<file path="src/rtl/lcd_reader.sv">
// lcd_reader: read-side controller for an HD44780-style character LCD on the
// 8-bit parallel bus. It performs single status/data reads and a busy-poll
// that repeats status reads until BF clears or the poll budget runs out.
module lcd_reader #(
    parameter int SETUP_CYC   = 1,
    parameter int EN_HIGH_CYC = 2,
    parameter int EN_LOW_CYC  = 2,
    parameter int POLL_MAX    = 2000
) (
    input  logic       clk,
    input  logic       rst,
    input  logic       bus_grant,
    input  logic       rd_req,
    input  logic       rd_rs,
    input  logic       poll_req,
    input  logic [7:0] lcd_db_in,
    output logic       lcd_db_oe,
    output logic       lcd_rs,
    output logic       lcd_rw,
    output logic       lcd_en,
    output logic [7:0] rd_data,
    output logic       rd_valid,
    output logic       busy_flag,
    output logic [6:0] addr_cnt,
    output logic       poll_done,
    output logic       poll_timeout,
    output logic       rdr_busy
);

    typedef enum logic [2:0] {
        IDLE,
        SETUP,
        EN_HI,
        EN_LO,
        CHECK
    } state_t;

    typedef enum logic {
        MODE_SINGLE,
        MODE_POLL
    } mode_t;

    // Last value of the phase counter in each timed state.
    localparam logic [7:0]  SETUP_LAST = 8'(SETUP_CYC - 1);
    localparam logic [7:0]  EN_HI_LAST = 8'(EN_HIGH_CYC - 1);
    localparam logic [7:0]  EN_LO_LAST = 8'(EN_LOW_CYC - 1);
    // poll_cnt value during the final permitted status read, and its ceiling.
    localparam logic [10:0] POLL_LAST  = 11'(POLL_MAX - 1);
    localparam logic [10:0] POLL_SAT   = 11'(POLL_MAX);

    state_t      state, state_d;
    mode_t       mode, mode_d;
    logic [7:0]  phase_cnt, phase_cnt_d;
    logic [10:0] poll_cnt, poll_cnt_d;
    logic        rs_q, rs_d;
    logic [7:0]  cap_q;
    logic        capture_en;

    // The reader never drives the data pads.
    assign lcd_db_oe = 1'b0;

    // State, mode, latched RS and the phase/poll counters.
    always_ff @(posedge clk or posedge rst) begin
        if (rst) begin
            state     <= IDLE;
            mode      <= MODE_SINGLE;
            phase_cnt <= '0;
            poll_cnt  <= '0;
            rs_q      <= 1'b0;
        end else begin
            state     <= state_d;
            mode      <= mode_d;
            phase_cnt <= phase_cnt_d;
            poll_cnt  <= poll_cnt_d;
            rs_q      <= rs_d;
        end
    end

    // Next-state logic: request acceptance, bus phase timing, poll decision.
    always_comb begin
        state_d     = state;
        mode_d      = mode;
        phase_cnt_d = phase_cnt;
        poll_cnt_d  = poll_cnt;
        rs_d        = rs_q;
        capture_en  = 1'b0;
        case (state)
            IDLE: begin
                if (bus_grant && (poll_req || rd_req)) begin
                    state_d     = SETUP;
                    phase_cnt_d = '0;
                    if (poll_req) begin
                        mode_d     = MODE_POLL;
                        rs_d       = 1'b0;
                        poll_cnt_d = '0;
                    end else begin
                        mode_d = MODE_SINGLE;
                        rs_d   = rd_rs;
                    end
                end
            end
            SETUP: begin
                if (phase_cnt == SETUP_LAST) begin
                    state_d     = EN_HI;
                    phase_cnt_d = '0;
                end else begin
                    phase_cnt_d = phase_cnt + 8'd1;
                end
            end
            EN_HI: begin
                if (phase_cnt == EN_HI_LAST) begin
                    capture_en  = 1'b1;
                    state_d     = EN_LO;
                    phase_cnt_d = '0;
                end else begin
                    phase_cnt_d = phase_cnt + 8'd1;
                end
            end
            EN_LO: begin
                if (phase_cnt == EN_LO_LAST) begin
                    state_d     = CHECK;
                    phase_cnt_d = '0;
                end else begin
                    phase_cnt_d = phase_cnt + 8'd1;
                end
            end
            CHECK: begin
                phase_cnt_d = '0;
                if (mode == MODE_SINGLE || !cap_q[7]) begin
                    state_d = IDLE;
                end else begin
                    if (poll_cnt != POLL_SAT) begin
                        poll_cnt_d = poll_cnt + 11'd1;
                    end
                    state_d = (poll_cnt == POLL_LAST) ? IDLE : SETUP;
                end
            end
            default: begin
                state_d = IDLE;
            end
        endcase
    end

    // Capture the LCD bus on the last EN-high cycle.
    always_ff @(posedge clk or posedge rst) begin
        if (rst) begin
            cap_q <= '0;
        end else if (capture_en) begin
            cap_q <= lcd_db_in;
        end
    end

    // Registered pins and result pulses, decoded from the upcoming state so
    // they line up with the state itself and are glitch-free.
    always_ff @(posedge clk or posedge rst) begin
        if (rst) begin
            lcd_en       <= 1'b0;
            lcd_rw       <= 1'b0;
            lcd_rs       <= 1'b0;
            rdr_busy     <= 1'b0;
            rd_valid     <= 1'b0;
            poll_done    <= 1'b0;
            poll_timeout <= 1'b0;
            rd_data      <= '0;
            busy_flag    <= 1'b1;
            addr_cnt     <= '0;
        end else begin
            lcd_en       <= (state_d == EN_HI);
            lcd_rw       <= (state_d != IDLE);
            lcd_rs       <= (state_d != IDLE) && rs_d;
            rdr_busy     <= (state_d != IDLE);
            rd_valid     <= (state_d == CHECK);
            poll_done    <= (state_d == CHECK) && (mode == MODE_POLL) && !cap_q[7];
            poll_timeout <= (state_d == CHECK) && (mode == MODE_POLL) && cap_q[7]
                            && (poll_cnt == POLL_LAST);
            if (state_d == CHECK) begin
                rd_data <= cap_q;
                if (!rs_q) begin
                    busy_flag <= cap_q[7];
                    addr_cnt  <= cap_q[6:0];
                end
            end
        end
    end

endmodule
</file>
<file path="config.mk">
export PLATFORM = sky130hd
export DESIGN_NAME = lcd_reader
export DESIGN_NICKNAME = d
export VERILOG_FILES = /design/src/rtl/lcd_reader.sv
export SDC_FILE = /design/constraint.sdc
export NUM_CORES = 1
export LEC_CHECK = 0
export BUFFER_PORTS_ARGS = -buffer_cell sky130_fd_sc_hd__buf_2
export CORE_MARGIN = 3
export CORE_UTILIZATION = 60
export CTS_BUF_LIST = sky130_fd_sc_hd__clkbuf_8
export DETAILED_ROUTE_END_ITERATION = 6
export PLACE_DENSITY = 0.95
export SLEW_MARGIN = 10
export SYNTH_ARGS = -nofsm -noshare
export SYNTH_HDL_FRONTEND = slang
export SYNTH_SLANG_ARGS = --single-unit
</file>
<file path="constraint.sdc">
create_clock -name clk -period 4 [get_ports clk]
set_input_delay 0 -clock clk [delete_from_list [all_inputs] [get_ports clk]]
set_output_delay 0 -clock clk [all_outputs]
set_load 0.01 [all_outputs]
</file>
# Word-level counts from Yosys, hierarchy flattened
# Index checks and enable logic that the tools add are counted.
# totals
regBits	54
# op_classes
add_sub_neg	2
eq_ne	13
muxes	22
bitwise_logic	2
n_reduce_logical	19
# op_table
operator	n
2-to-1 mux 11 bit	4
case mux 8 bit (4 select lines)	1
2-to-1 mux 8 bit	3
case mux 11 bit (2 select lines)	1
case mux 3 bit (5 select lines)	1
2-to-1 mux 3 bit	4
adder 11 x 1 -> 11 bit, second input constant	1
equality test 11 bit, second input constant	1
inequality test 11 bit, second input constant	1
equality test 3 x 2 -> 1 bit, second input constant	3
adder 8 x 1 -> 8 bit, second input constant	1
equality test 8 x 1 -> 1 bit, second input constant	1
logical NOT 8 bit	1
2-to-1 mux 1 bit	8
inequality test 2 bit, second input constant	4
equality test 3 bit, second input constant	2
logical AND 1 bit	6
AND reduction 2 bit	3
AND reduction 5 bit	1
nonzero test 4 bit	1
equality test 3 x 1 -> 1 bit, second input constant	1
logical NOT 3 bit	1
nonzero test 3 bit	1
logical OR 1 bit	2
4 further kinds	5

# Longest topological paths before layout
# depth
depth_word	8
ltp_mapped	7

# Least setup slack after synthesis
# No wires, ideal clock.
# synth_path
path_kind	register -> register
startpoint	register phase_cnt[2]
endpoint	register addr_cnt[0]
setup_ns	0.125
t_arrival_ns	1.687
required_time_ns	3.875
path_slack_ns	2.188
path_stages_with_launch	5
period_less_slack_ns	1.812
path_cell_list	dfrtp_1 -> nor4_4 -> nand4_4 -> nor2_8 -> mux2_4
# synth_via
elab_chain_len	5
# synth_lines
element	line	source
from (decl)	53	logic [7:0] phase_cnt, phase_cnt_d;
from (signal assigned)	73	phase_cnt <= phase_cnt_d;
equality test 8 x 1 -> 1 bit / logical NOT 8 bit (equally long branches)	111, 120, 103	
2-to-1 mux 3 bit (on tied branches)	120, 103, 111	
case mux 3 bit (5 select lines) *	87	case (state)
equality test 3 bit *	176	if (state_d == CHECK) begin
AND reduction 2 bit (no source line) *	--	
to (signal assigned)	180	addr_cnt <= cap_q[6:0];
to (decl)	24	output logic [6:0] addr_cnt,
# Mark *: on every way between the ends. The rest lies on a longest branch, timed or not.
# A chain may end at the register's enable or synchronous reset.

# Final worst setup path
# layout_path
startpoint	register phase_cnt[2]
endpoint	register cap_q[1]
# layout_via
elab_chain_len	3
# layout_lines
element	line	source
equality test 8 x 1 -> 1 bit	111	if (phase_cnt == EN_HI_LAST) begin
2-to-1 mux 1 bit	111	
2-to-1 mux 1 bit	87	
to (signal assigned)	149	cap_q <= lcd_db_in;
to (decl)	56	logic [7:0] cap_q;
# Every way passes these cells.

==> impl_metrics.tcl <==
set metrics [dict create \
    die_h_um 71.53 \
    dp_worst_setup_slack_ps 1898 \
    path_class "reg -> reg" \
    layout_min_cycle_time_ps 2168 \
    avgViaCountPerCell 6.086 \
    antenna_found_initial 0 \
    yosysWarnings 0 \
    clk_pin_slew_ps 100 \
    grtUsageMet2 0.4194 \
    synth-main-ff-cell "dfrtp_1" \
    core_um2 4058 \
    maxSlewHeadroom 0.2752 \
    synth_cell_type_count 55 \
    ff2ff_setup_slack_ps 1830 \
    dieArea_um2 5116 \
    critPathArrivalTime_ps 2350 \
    pwr-share-comb 0.387 \
    switching_share 0.3922 \
    cp-start-kind "flip-flop" \
    final_cell_mix "dfrtp_1 (53), nand2_1 (36), buf_2 (36)" \
    cts_tree "built" \
    flow.area_growth_from_synthesis_pct 15.10 \
    setup_tns_ps 0 \
    die_x_um 71.53 \
    post_cts_buffers 0 \
    cts.sinks 54 \
    diodes 0 \
    synth_area_leaders "dfrtp_1 (51%), nand2_1 (5.2%), mux2_4 (4.7%)" \
    synth_nets 251 \
    num_rows 23 \
    finalWirelength_um 5746 \
    num-fill-cells 257 \
    grt_max_degree 55 \
    worstPathRequired_ps 4180 \
    p_int_w 0.001284 \
    use_met3 0.03366 \
    grt_pass1_vias 2016 \
    power_density_nw_per_um2 712.2 \
    path_max_fanout 10 \
    yosys.area.top_type "dfrtp_1" \
    end_kind "flip-flop" \
    final_common_cell "dfrtp_1" \
    setup_viol 0 \
    stdcell_area_um2 2965 \
    htreeDepth 2 \
    drv_slew 0 \
    worst_hold_slack_ps -37.60 \
    start_util 0.6349 \
    hold_viol_final 53 \
    firstDrtPassIters 4 \
    rsz0062_at_grt "false" \
    grt_pass1_wl_um 9570 \
    grt-ovfl-total 0 \
    met1_usage 0.2940 \
    syn_area_per_cell_um2 11.10 \
    syn_inst 232 \
    gp_congestion 0.7882 \
    seq_power_share 0.461 \
    finalCritPeriodShare 0.5421 \
    hpwl_um 3664 \
    drive_gt1_frac 0.2347 \
    antenna_left 0 \
    hp-class "in -> async" \
    netSwitchingPower_w 0.0008283 \
    synth_seq_cells 54 \
    place_area_um2 2776 \
    p_clk_frac 0.152 \
    placement.io_buffers 36 \
    status "finished with violations" \
    violations "hold timing" \
    cts_buffers 5 \
    yosysSeqAreaShare 0.5250 \
    netlist_area_um2 2576 \
    async_flop_share 1.000 \
    worst_pin_slew_ps 1086 \
    cts_root_buf "clkbuf_8" \
    clkLatencyLatePin_ps 300 \
    drc 0 \
    layout.nets 295 \
    leakagePower_nw 1.389 \
    cap_violations 0 \
    num_vias 1990 \
    ir_drop_uv 319.9 \
    cts_max_path_buffers 2 \
    grt.total_usage 0.2388 \
    grt-busiest-layer "met2" \
    wl_per_cell_um 17.57 \
    max_clock_freq_mhz 461.2 \
    clock_skew_ps 5.641 \
    drt-initial-drc-count 152 \
    synth_top_area_frac 0.5148 \
    layout_setup_ws_ps 1832 \
    synth_edf_count 0 \
    io_pins 38 \
]
[cells in the mapped netlist (all sizes together) (2+ instances only)]
cell type and n:
ha 5, a21oi 9, nor4 2, nor4b 2, a41oi 2, nor2 11
mux2 19, xor2 3, a21boi 3, and4 3, and3 6, nand2b 2
nand4 6, and2 3, buf 7, o21ai 12, a311oi 2, inv 9
a31oi 4, nand2 36, nand3 6, dfrtp 53, or3 6
[final cells by class]
type	instances	area, um2	area share
clock buffer	6	82.58	0.02785
tap	50	62.56	0.02110
sequential	54	1353	0.4561
inverter	9	33.78	0.01139
multi-input combinational	161	1147	0.3869
timing repair buffer	45	270.3	0.09114
clock inverter	2	16.27	0.005485
[worst max-delay path: stages, from the launching register on]
cell and delay, ps:
dfrtp_1 460, nor4_4 600, and4b_1 570, mux2_1 410
[metrics by stage]
| stage | total power [W] | cells | util |
|---|---|---|---|
| after floorplan | 0.001502 | 232 | - |
| after global placement | 0.001690 | 310 | 0.6842 |
| after detailed placement | 0.001753 | 310 | 0.6842 |
| after CTS | 0.002088 | 327 | 0.7308 |
| after global routing | 0.002237 | 327 | 0.7308 |
| final | 0.002112 | 327 | 0.7308 |
[path summary, 6_finish.rpt]
check | from | endpoint | cells after the start
max in group asynchronous | rst | poll_cnt[2] | 2
max | phase_cnt[2] | cap_q[1] | 3
max reg2reg | phase_cnt[2] | cap_q[1] | 3
min | rst | poll_cnt[10] | 2
min reg2reg | rd_data[1] | rd_data[1] | 2
min in group clk | rd_rs | rs_q | 3
[flip-flops by register name (all words and copies together) (netlist names), 3 cells and up]
register	flops
phase_cnt	8
poll_cnt	11
addr_cnt	7
state	3
cap_q	8
rd_data	8
[power by group through the flow]
| stage | Sequential [W] | Combinational, W | Clock (W) |
|---|---|---|---|
| after CTS | 0.000960 | 0.000803 | 0.000325 |
| after detailed placement | 0.000969 | 0.000783 | 0 |
| after global placement | 0.000949 | 0.000741 | 0 |
| final | 0.000974 | 0.000817 | 0.000321 |
| after floorplan | 0.000951 | 0.000551 | 0 |
| after global routing | 0.00100 | 0.000896 | 0.000340 |
[logic make-up after synthesis]
kind of cell	Yosys count	share of synthesized area
flip-flops	54	0.5250
other	1	0.001456
XOR/XNOR	4	0.01360
multiplexers	20	0.09859
AO/OA/AOI/OAI	38	0.09713
AND/OR/NAND/NOR	93	0.2103
buffers and inverters	17	0.02962
adder cells (fa/ha/maj)	5	0.02428
[layer usage]
metal | wire length [um] | vias to the layer above | share of wire
li1 | - | 912 | -
met1 | 2305 | 995 | 0.40
met2 | 2970 | 66 | 0.52
met3 | 309 | 17 | 0.054
met4 | 161 | 0 | 0.028
met5 | 0 | - | 0
[what timing repair did]
action,4_1_cts,5_1_grt
setup endpoints to repair,0,0
gates resized for setup,0,0
hold buffers,9,0
hold endpoints to repair,9,0
Note: power is estimated with default switching activity, not from simulation.
